===== src/rtl/jtag_uart_responder.sv =====
// jtag_uart_responder: Avalon-MM slave modelling the JTAG UART register map.
// Host byte streams feed an RX FIFO (read by the initiator) and drain a TX FIFO.
// Define JTAG_UART_RESP_STALL_EN to add 0..3 pseudo-random extra WAIT cycles per access.
module jtag_uart_responder #(
    parameter int unsigned DEPTH_LOG2 = 4
) (
    input  logic        clock,
    input  logic        reset,
    input  logic [2:0]  address,
    input  logic [31:0] writedata,
    input  logic        write,
    input  logic        read,
    output logic        waitrequest,
    output logic [31:0] readdata,
    input  logic        host_rx_valid,
    input  logic [7:0]  host_rx_data,
    output logic        host_rx_ready,
    output logic        host_tx_valid,
    output logic [7:0]  host_tx_data,
    input  logic        host_tx_ready
);

    localparam int unsigned Depth = 1 << DEPTH_LOG2;
    localparam logic [DEPTH_LOG2:0] FullCnt = {1'b1, {DEPTH_LOG2{1'b0}}};
    localparam logic [DEPTH_LOG2-1:0] PtrOne = DEPTH_LOG2'(1);
    localparam logic [DEPTH_LOG2:0] CntOne = (DEPTH_LOG2 + 1)'(1);

    typedef enum logic [1:0] {StIdle, StWait, StAck} state_e;

    state_e state_q, state_d;
    logic [31:0] readdata_q, readdata_d;
    logic ac_q, ac_d;
    logic load_rd, wait_done;

    logic [7:0] rx_mem [Depth];
    logic [7:0] tx_mem [Depth];
    logic [DEPTH_LOG2-1:0] rx_wr_q, rx_wr_d, rx_rd_q, rx_rd_d;
    logic [DEPTH_LOG2-1:0] tx_wr_q, tx_wr_d, tx_rd_q, tx_rd_d;
    logic [DEPTH_LOG2:0] rx_cnt_q, rx_cnt_d, tx_cnt_q, tx_cnt_d;

    logic in_ack, is_data, rx_full, rx_empty, tx_full, tx_empty;
    logic rx_push, rx_pop, tx_push, tx_pop;
    logic [DEPTH_LOG2:0] rx_cnt_eff, ravail, wspace;
    logic rx_valid_eff;
    logic [7:0] rx_head_eff;
    logic unused_bits;

    assign unused_bits = ^{writedata[31:11], writedata[9:8], address[1:0]};

    assign in_ack   = (state_q == StAck);
    assign is_data  = ~address[2];
    assign rx_full  = (rx_cnt_q == FullCnt);
    assign rx_empty = (rx_cnt_q == '0);
    assign tx_full  = (tx_cnt_q == FullCnt);
    assign tx_empty = (tx_cnt_q == '0);

    assign host_rx_ready = ~rx_full;
    assign host_tx_valid = ~tx_empty;
    assign host_tx_data  = tx_empty ? 8'h00 : tx_mem[tx_rd_q];
    assign waitrequest   = ~in_ack;
    assign readdata      = readdata_q;

    // write wins over read, so a pop needs read without write
    assign rx_push = host_rx_valid & ~rx_full;
    assign rx_pop  = in_ack & read & ~write & is_data & ~rx_empty;
    assign tx_pop  = host_tx_valid & host_tx_ready;
    assign tx_push = in_ack & write & is_data & ~tx_full;

`ifdef JTAG_UART_RESP_STALL_EN
    logic [31:0] lfsr_q, lfsr_d;
    logic [1:0]  stall_q, stall_d;

    // Galois LFSR free-runs; its low bits seed the extra WAIT count on entry to WAIT
    always_comb begin
        lfsr_d  = lfsr_q[0] ? ((lfsr_q >> 1) ^ 32'h8020_0003) : (lfsr_q >> 1);
        stall_d = stall_q;
        if (state_q == StIdle && (read || write)) begin
            stall_d = lfsr_q[1:0];
        end else if (state_q == StWait && stall_q != 2'd0) begin
            stall_d = stall_q - 2'd1;
        end
    end

    assign wait_done = (stall_q == 2'd0);

    // stall state registers
    always_ff @(posedge clock or negedge reset) begin
        if (!reset) begin
            lfsr_q  <= 32'h1;
            stall_q <= 2'd0;
        end else begin
            lfsr_q  <= lfsr_d;
            stall_q <= stall_d;
        end
    end
`else
    assign wait_done = 1'b1;
`endif

    // access FSM: IDLE -> WAIT -> ACK, readdata captured on the WAIT->ACK edge
    always_comb begin
        state_d = state_q;
        load_rd = 1'b0;
        unique case (state_q)
            StIdle: if (read || write) state_d = StWait;
            StWait: begin
                if (wait_done) begin
                    state_d = StAck;
                    load_rd = 1'b1;
                end
            end
            StAck:   state_d = StIdle;
            default: state_d = StIdle;
        endcase
    end

    // read data and sticky AC; a host push in the capture cycle is already counted
    always_comb begin
        rx_cnt_eff   = rx_cnt_q + (rx_push ? CntOne : '0);
        rx_valid_eff = (rx_cnt_eff != '0);
        rx_head_eff  = rx_empty ? host_rx_data : rx_mem[rx_rd_q];
        ravail       = rx_cnt_eff - (rx_valid_eff ? CntOne : '0);
        wspace       = FullCnt - (tx_cnt_q - (tx_pop ? CntOne : '0));
        readdata_d   = readdata_q;
        if (load_rd) begin
            if (write) begin
                readdata_d = 32'h0;
            end else if (is_data) begin
                readdata_d = {16'(ravail), rx_valid_eff, 7'b0,
                              rx_valid_eff ? rx_head_eff : 8'h00};
            end else begin
                readdata_d = {16'(wspace), 5'b0, ac_q, 10'b0};
            end
        end
        ac_d = ac_q;
        if (in_ack && write && is_data && tx_full) begin
            ac_d = 1'b1;
        end else if (in_ack && write && !is_data && writedata[10]) begin
            ac_d = 1'b0;
        end
    end

    // FIFO pointers and counts
    always_comb begin
        rx_wr_d  = rx_push ? rx_wr_q + PtrOne : rx_wr_q;
        rx_rd_d  = rx_pop ? rx_rd_q + PtrOne : rx_rd_q;
        tx_wr_d  = tx_push ? tx_wr_q + PtrOne : tx_wr_q;
        tx_rd_d  = tx_pop ? tx_rd_q + PtrOne : tx_rd_q;
        rx_cnt_d = rx_cnt_q;
        tx_cnt_d = tx_cnt_q;
        unique case ({rx_push, rx_pop})
            2'b10:   rx_cnt_d = rx_cnt_q + CntOne;
            2'b01:   rx_cnt_d = rx_cnt_q - CntOne;
            default: rx_cnt_d = rx_cnt_q;
        endcase
        unique case ({tx_push, tx_pop})
            2'b10:   tx_cnt_d = tx_cnt_q + CntOne;
            2'b01:   tx_cnt_d = tx_cnt_q - CntOne;
            default: tx_cnt_d = tx_cnt_q;
        endcase
    end

    // control state registers
    always_ff @(posedge clock or negedge reset) begin
        if (!reset) begin
            state_q    <= StIdle;
            readdata_q <= 32'h0;
            ac_q       <= 1'b0;
            rx_wr_q    <= '0;
            rx_rd_q    <= '0;
            tx_wr_q    <= '0;
            tx_rd_q    <= '0;
            rx_cnt_q   <= '0;
            tx_cnt_q   <= '0;
        end else begin
            state_q    <= state_d;
            readdata_q <= readdata_d;
            ac_q       <= ac_d;
            rx_wr_q    <= rx_wr_d;
            rx_rd_q    <= rx_rd_d;
            tx_wr_q    <= tx_wr_d;
            tx_rd_q    <= tx_rd_d;
            rx_cnt_q   <= rx_cnt_d;
            tx_cnt_q   <= tx_cnt_d;
        end
    end

    // FIFO storage; contents are meaningless once the pointers reset
    always_ff @(posedge clock) begin
        if (rx_push) rx_mem[rx_wr_q] <= host_rx_data;
        if (tx_push) tx_mem[tx_wr_q] <= writedata[7:0];
    end

endmodule


===== config.mk =====
export PLATFORM = sky130hd
export DESIGN_NAME = jtag_uart_responder
export DESIGN_NICKNAME = d
export VERILOG_FILES = /design/src/rtl/jtag_uart_responder.sv
export SDC_FILE = /design/constraint.sdc
export NUM_CORES = 1
export LEC_CHECK = 0
export CAP_MARGIN = 20
export CORE_ASPECT_RATIO = 1.25
export CORE_UTILIZATION = 49
export DETAILED_ROUTE_END_ITERATION = 12
export PLACE_DENSITY = 0.72
export SYNTH_ARGS = -nofsm -noshare
export SYNTH_HDL_FRONTEND = slang
export SYNTH_SLANG_ARGS = --single-unit

===== constraint.sdc =====
create_clock -name clock -period 4.4 [get_ports clock]
set_input_delay 1.1 -clock clock [delete_from_list [all_inputs] [get_ports clock]]
set_output_delay 1.1 -clock clock [all_outputs]
set_load 0.01 [all_outputs]

==> impl_metrics.csv <==
group,metric,value,unit
status,status,"finished clean",
worst_setup_path,worst_ep_required_time,3.30,ns
placement,portBuffers,49,
die,coreArea,25300,um2
worst_setup_path,rr_endpoint,"readdata[20]",
routing,dr_total_vias,6489,
die,die_h,181,um
die,dieWidth,146,um
synthesis,netlist-cell-type-count,39,
sta,rsz0062_at_grt,"no",
clocking,post-cts-setup-buffers,0,
die,start_util,0.499,
layout,fin_nets,859,
sta,holdWs,0.433,ns
routing,finalWirelength,24.7,mm
sta,final.setup.tns,0,ns
worst_setup_path,cp-start-kind,"flip-flop",
clocking,path_clk_slew,0.06,ns
sta,slew_headroom,0.329,
sta,period_share,0.956,
worst_setup_path,reg2reg_depth,13,
worst_setup_path,path_class,"flip-flop to primary output",
sta,setup_viol,0,
routing,ant_nets,0,
worst_setup_path,cp_max_fo,13,
sta,finalClockSkew,0.0114,ns
sta,hold_viol,0,
synthesis,synthFlopType,"edfxtp_1",
global_route,grt_max_degree,45,
sta,fin_ws,0.194,ns
worst_setup_path,arrival,3.11,ns
synthesis,yosysSeqAreaShare,0.697,
global_route,grt_antenna_before_repair,0,
layout,antenna_cells,0,
placement,gp_congestion,0.857,
synthesis,synth_edf_count,256,
synthesis,postSynthCellCount,727,
min_path,min_path_type,"input port to asynchronous set/reset pin",
global_route,grtUsageTotal,0.192,
clocking,root_buffer,"clkbuf_16",
clocking,h-tree-depth,1,
placement,placed_cell_area,13400,um2
job,maxCapViolCount,0,
global_route,grt-ovfl-total,0,
worst_setup_path,reg2reg_from,"rx_cnt_q[1]",
global_route,grt_pass1_wl,38.5,mm
placement,dp_slack,0.494,ns
routing,drtPass1Iterations,6,
layout,areaGrowthSynthToFinish,13.9,%
sta,finalCriticalPeriod,4.21,ns
routing,drc,0,
placement,dp_hpwl,16.7,mm
routing,avgViaCountPerCell,5.69,
clocking,cts_buffer_depth,3,
routing,drt_iter0_markers,524,
clocking,cts.sinks,300,
power,ir_worst_vdd,0.000380,V
power,p_per_area,610,nW/um2
synthesis,synthArstFlopShare,0.147,
die,rows,65,
die,die_area,26400,um2
synthesis,syn_area,12600,um2
layout,layout-drive-gt1-share,0.158,
sta,drv_slew,0,
layout,final_area,14400,um2
sta,worstMarginPinSlew,1.01,ns
clocking,hold_buffers,0,
worst_setup_path,endpoint_kind,"primary output",
clocking,cts_tree,"yes",
synthesis,ys_warn_count,0,
clocking,clkLatencyLatePin,0.54,ns
sta,fmax,0.238,GHz
synthesis,synth_area_per_cell,17.4,um2
worst_setup_path,r2r_slack,1.06,ns
power,p_leak,4.95,nW
die,io_pins,92,
synthesis,synth_seq_cells,300,
routing,wl_per_cell,21.7,um
global_route,grt_pass1_vias,6818,
clocking,cts_buffers,28,
-- synthesized netlist by cell type (2+ instances only) --
| library cell | number | share of area |
|---|---|---|
| buf_1 | 11 | 0.0033 |
| nor2b_1 | 7 | 0.0035 |
| mux2_2 | 9 | 0.0080 |
| xor2_1 | 10 | 0.0069 |
| and4_1 | 5 | 0.0035 |
| buf_4 | 21 | 0.012 |
| a222oi_1 | 8 | 0.0063 |
| inv_1 | 21 | 0.0062 |
| nand2_1 | 47 | 0.014 |
| nand3_1 | 3 | 0.0012 |
| xnor2_1 | 18 | 0.012 |
| nand4_1 | 4 | 0.0020 |
| and2_1 | 18 | 0.0089 |
| and3_1 | 2 | 0.00099 |
| a21oi_1 | 4 | 0.0016 |
| buf_2 | 9 | 0.0036 |
| a221oi_1 | 8 | 0.0056 |
| nor4_1 | 2 | 0.00099 |
| fa_1 | 2 | 0.0032 |
| a21o_1 | 2 | 0.0012 |
| nor3_1 | 11 | 0.0044 |
| clkbuf_1 | 15 | 0.0045 |
| nor2_1 | 19 | 0.0057 |
| nand2b_1 | 4 | 0.0020 |
| ha_1 | 24 | 0.024 |
| edfxtp_1 | 256 | 0.61 |
| a22o_1 | 14 | 0.0097 |
| nor3b_1 | 6 | 0.0036 |
| o21ai_0 | 15 | 0.0060 |
| a22oi_1 | 9 | 0.0054 |
| a211oi_1 | 3 | 0.0018 |
| mux2i_1 | 35 | 0.028 |
| mux4_2 | 56 | 0.10 |
| dfrtp_1 | 44 | 0.087 |
-- per-layer routing --
metal | vias up | track usage | share of wire
met5 | - | 0 | 0
met4 | 0 | 0.0653 | 0.025
met3 | 46 | 0.0251 | 0.049
met2 | 222 | 0.357 | 0.55
met1 | 3307 | 0.230 | 0.38
li1 | 2914 | - | -
-- critical path, cell delays in order, from the launching register on --
cell and delay [ns]:
dfrtp_4 0.59, buf_4 0.29, mux4_2 0.54, mux4_2 0.50, and2_1 0.18, clkdlybuf4s50_1 0.47
-- cell type report --
| type | count | area, um2 |
|---|---|---|
| clock buffer | 32 | 737 |
| timing repair buffer | 68 | 653 |
| inverter | 21 | 78.8 |
| multi-input combinational | 365 | 3500 |
| sequential | 300 | 8790 |
| fill | 1879 | 10900 |
| tap | 335 | 419 |
| clock inverter | 20 | 194 |
-- cell usage in the layout (no fill, tap or decap), types with 10 or more instances in the layout --
master           instances
a22o_1                  14
and2_1                  18
buf_4                   17
clkbuf_16               29
clkdlybuf4s50_1         48
conb_1                  17
dfrtp_1                 42
edfxtp_1               256
ha_1                    24
inv_1                   21
mux2i_1                 35
mux4_2                  56
nand2_1                 47
nor2_1                  19
nor3_1                  11
o21ai_0                 15
xnor2_1                 18
xor2_1                  10
-- how the worst max path moves through the flow --
| stage | start | end | slack (ns) |
|---|---|---|---|
| finish | tx_rd_q[0] | host_tx_data[5] | 0.19 |
| global route | tx_rd_q[0] | host_tx_data[5] | 0.09 |
| CTS | tx_rd_q[0] | host_tx_data[5] | 0.06 |
| floorplan | host_rx_valid | readdata[20] | 1.08 |
| detailed placement | host_rx_valid | readdata[18] | 0.49 |
| global placement | host_rx_valid | readdata[20] | 0.59 |
-- power by group --
part	internal, mW	switching (mW)	total, mW
Combinational	1.35	1.25	2.60
Clock	1.43	0.997	2.43
Sequential	3.39	0.355	3.75
-- cell families (layout without fill, tap and decap cells) --
| group | after synthesis | count (layout) | share of synthesized area |
|---|---|---|---|
| DFF | 300 | 300 | 0.697 |
| and+or+nand+nor | 129 | 129 | 0.0512 |
| muxes | 100 | 100 | 0.136 |
| buffers and inverters | 78 | 141 | 0.0309 |
| AOI/OAI and AO/OA | 65 | 65 | 0.0387 |
| xor gates and xnor gates | 28 | 28 | 0.0194 |
| adders and majority gates | 26 | 26 | 0.0270 |
| other | 1 | 17 | 0.000297 |
-- stage by stage --
step                power [mW]  instances   util
finish                    8.77       1141  0.568
global route              9.17       1141  0.568
CTS                       8.82       1140  0.567
detailed placement        6.40       1088  0.530
global placement          6.25       1088  0.530
floorplan                 5.55        743      -
-- sequential cells by signal (all words and copies together), names as in the netlist --
name and count:
ac_q 1, rx_rd_q 4, readdata 15, tx_rd_q 4, rx_cnt_q 5, tx_cnt_q 5
tx_wr_q 4, tx_mem 128, state_q 2, rx_wr_q 4, rx_mem 128
-- repair_timing --
action | 4_1_cts | 5_1_grt
endpoints found under the setup margin | 0 | 3
resized for setup | 0 | 1
endpoints found under the hold margin | 0 | 0
Power figures use the tool's default switching activity.
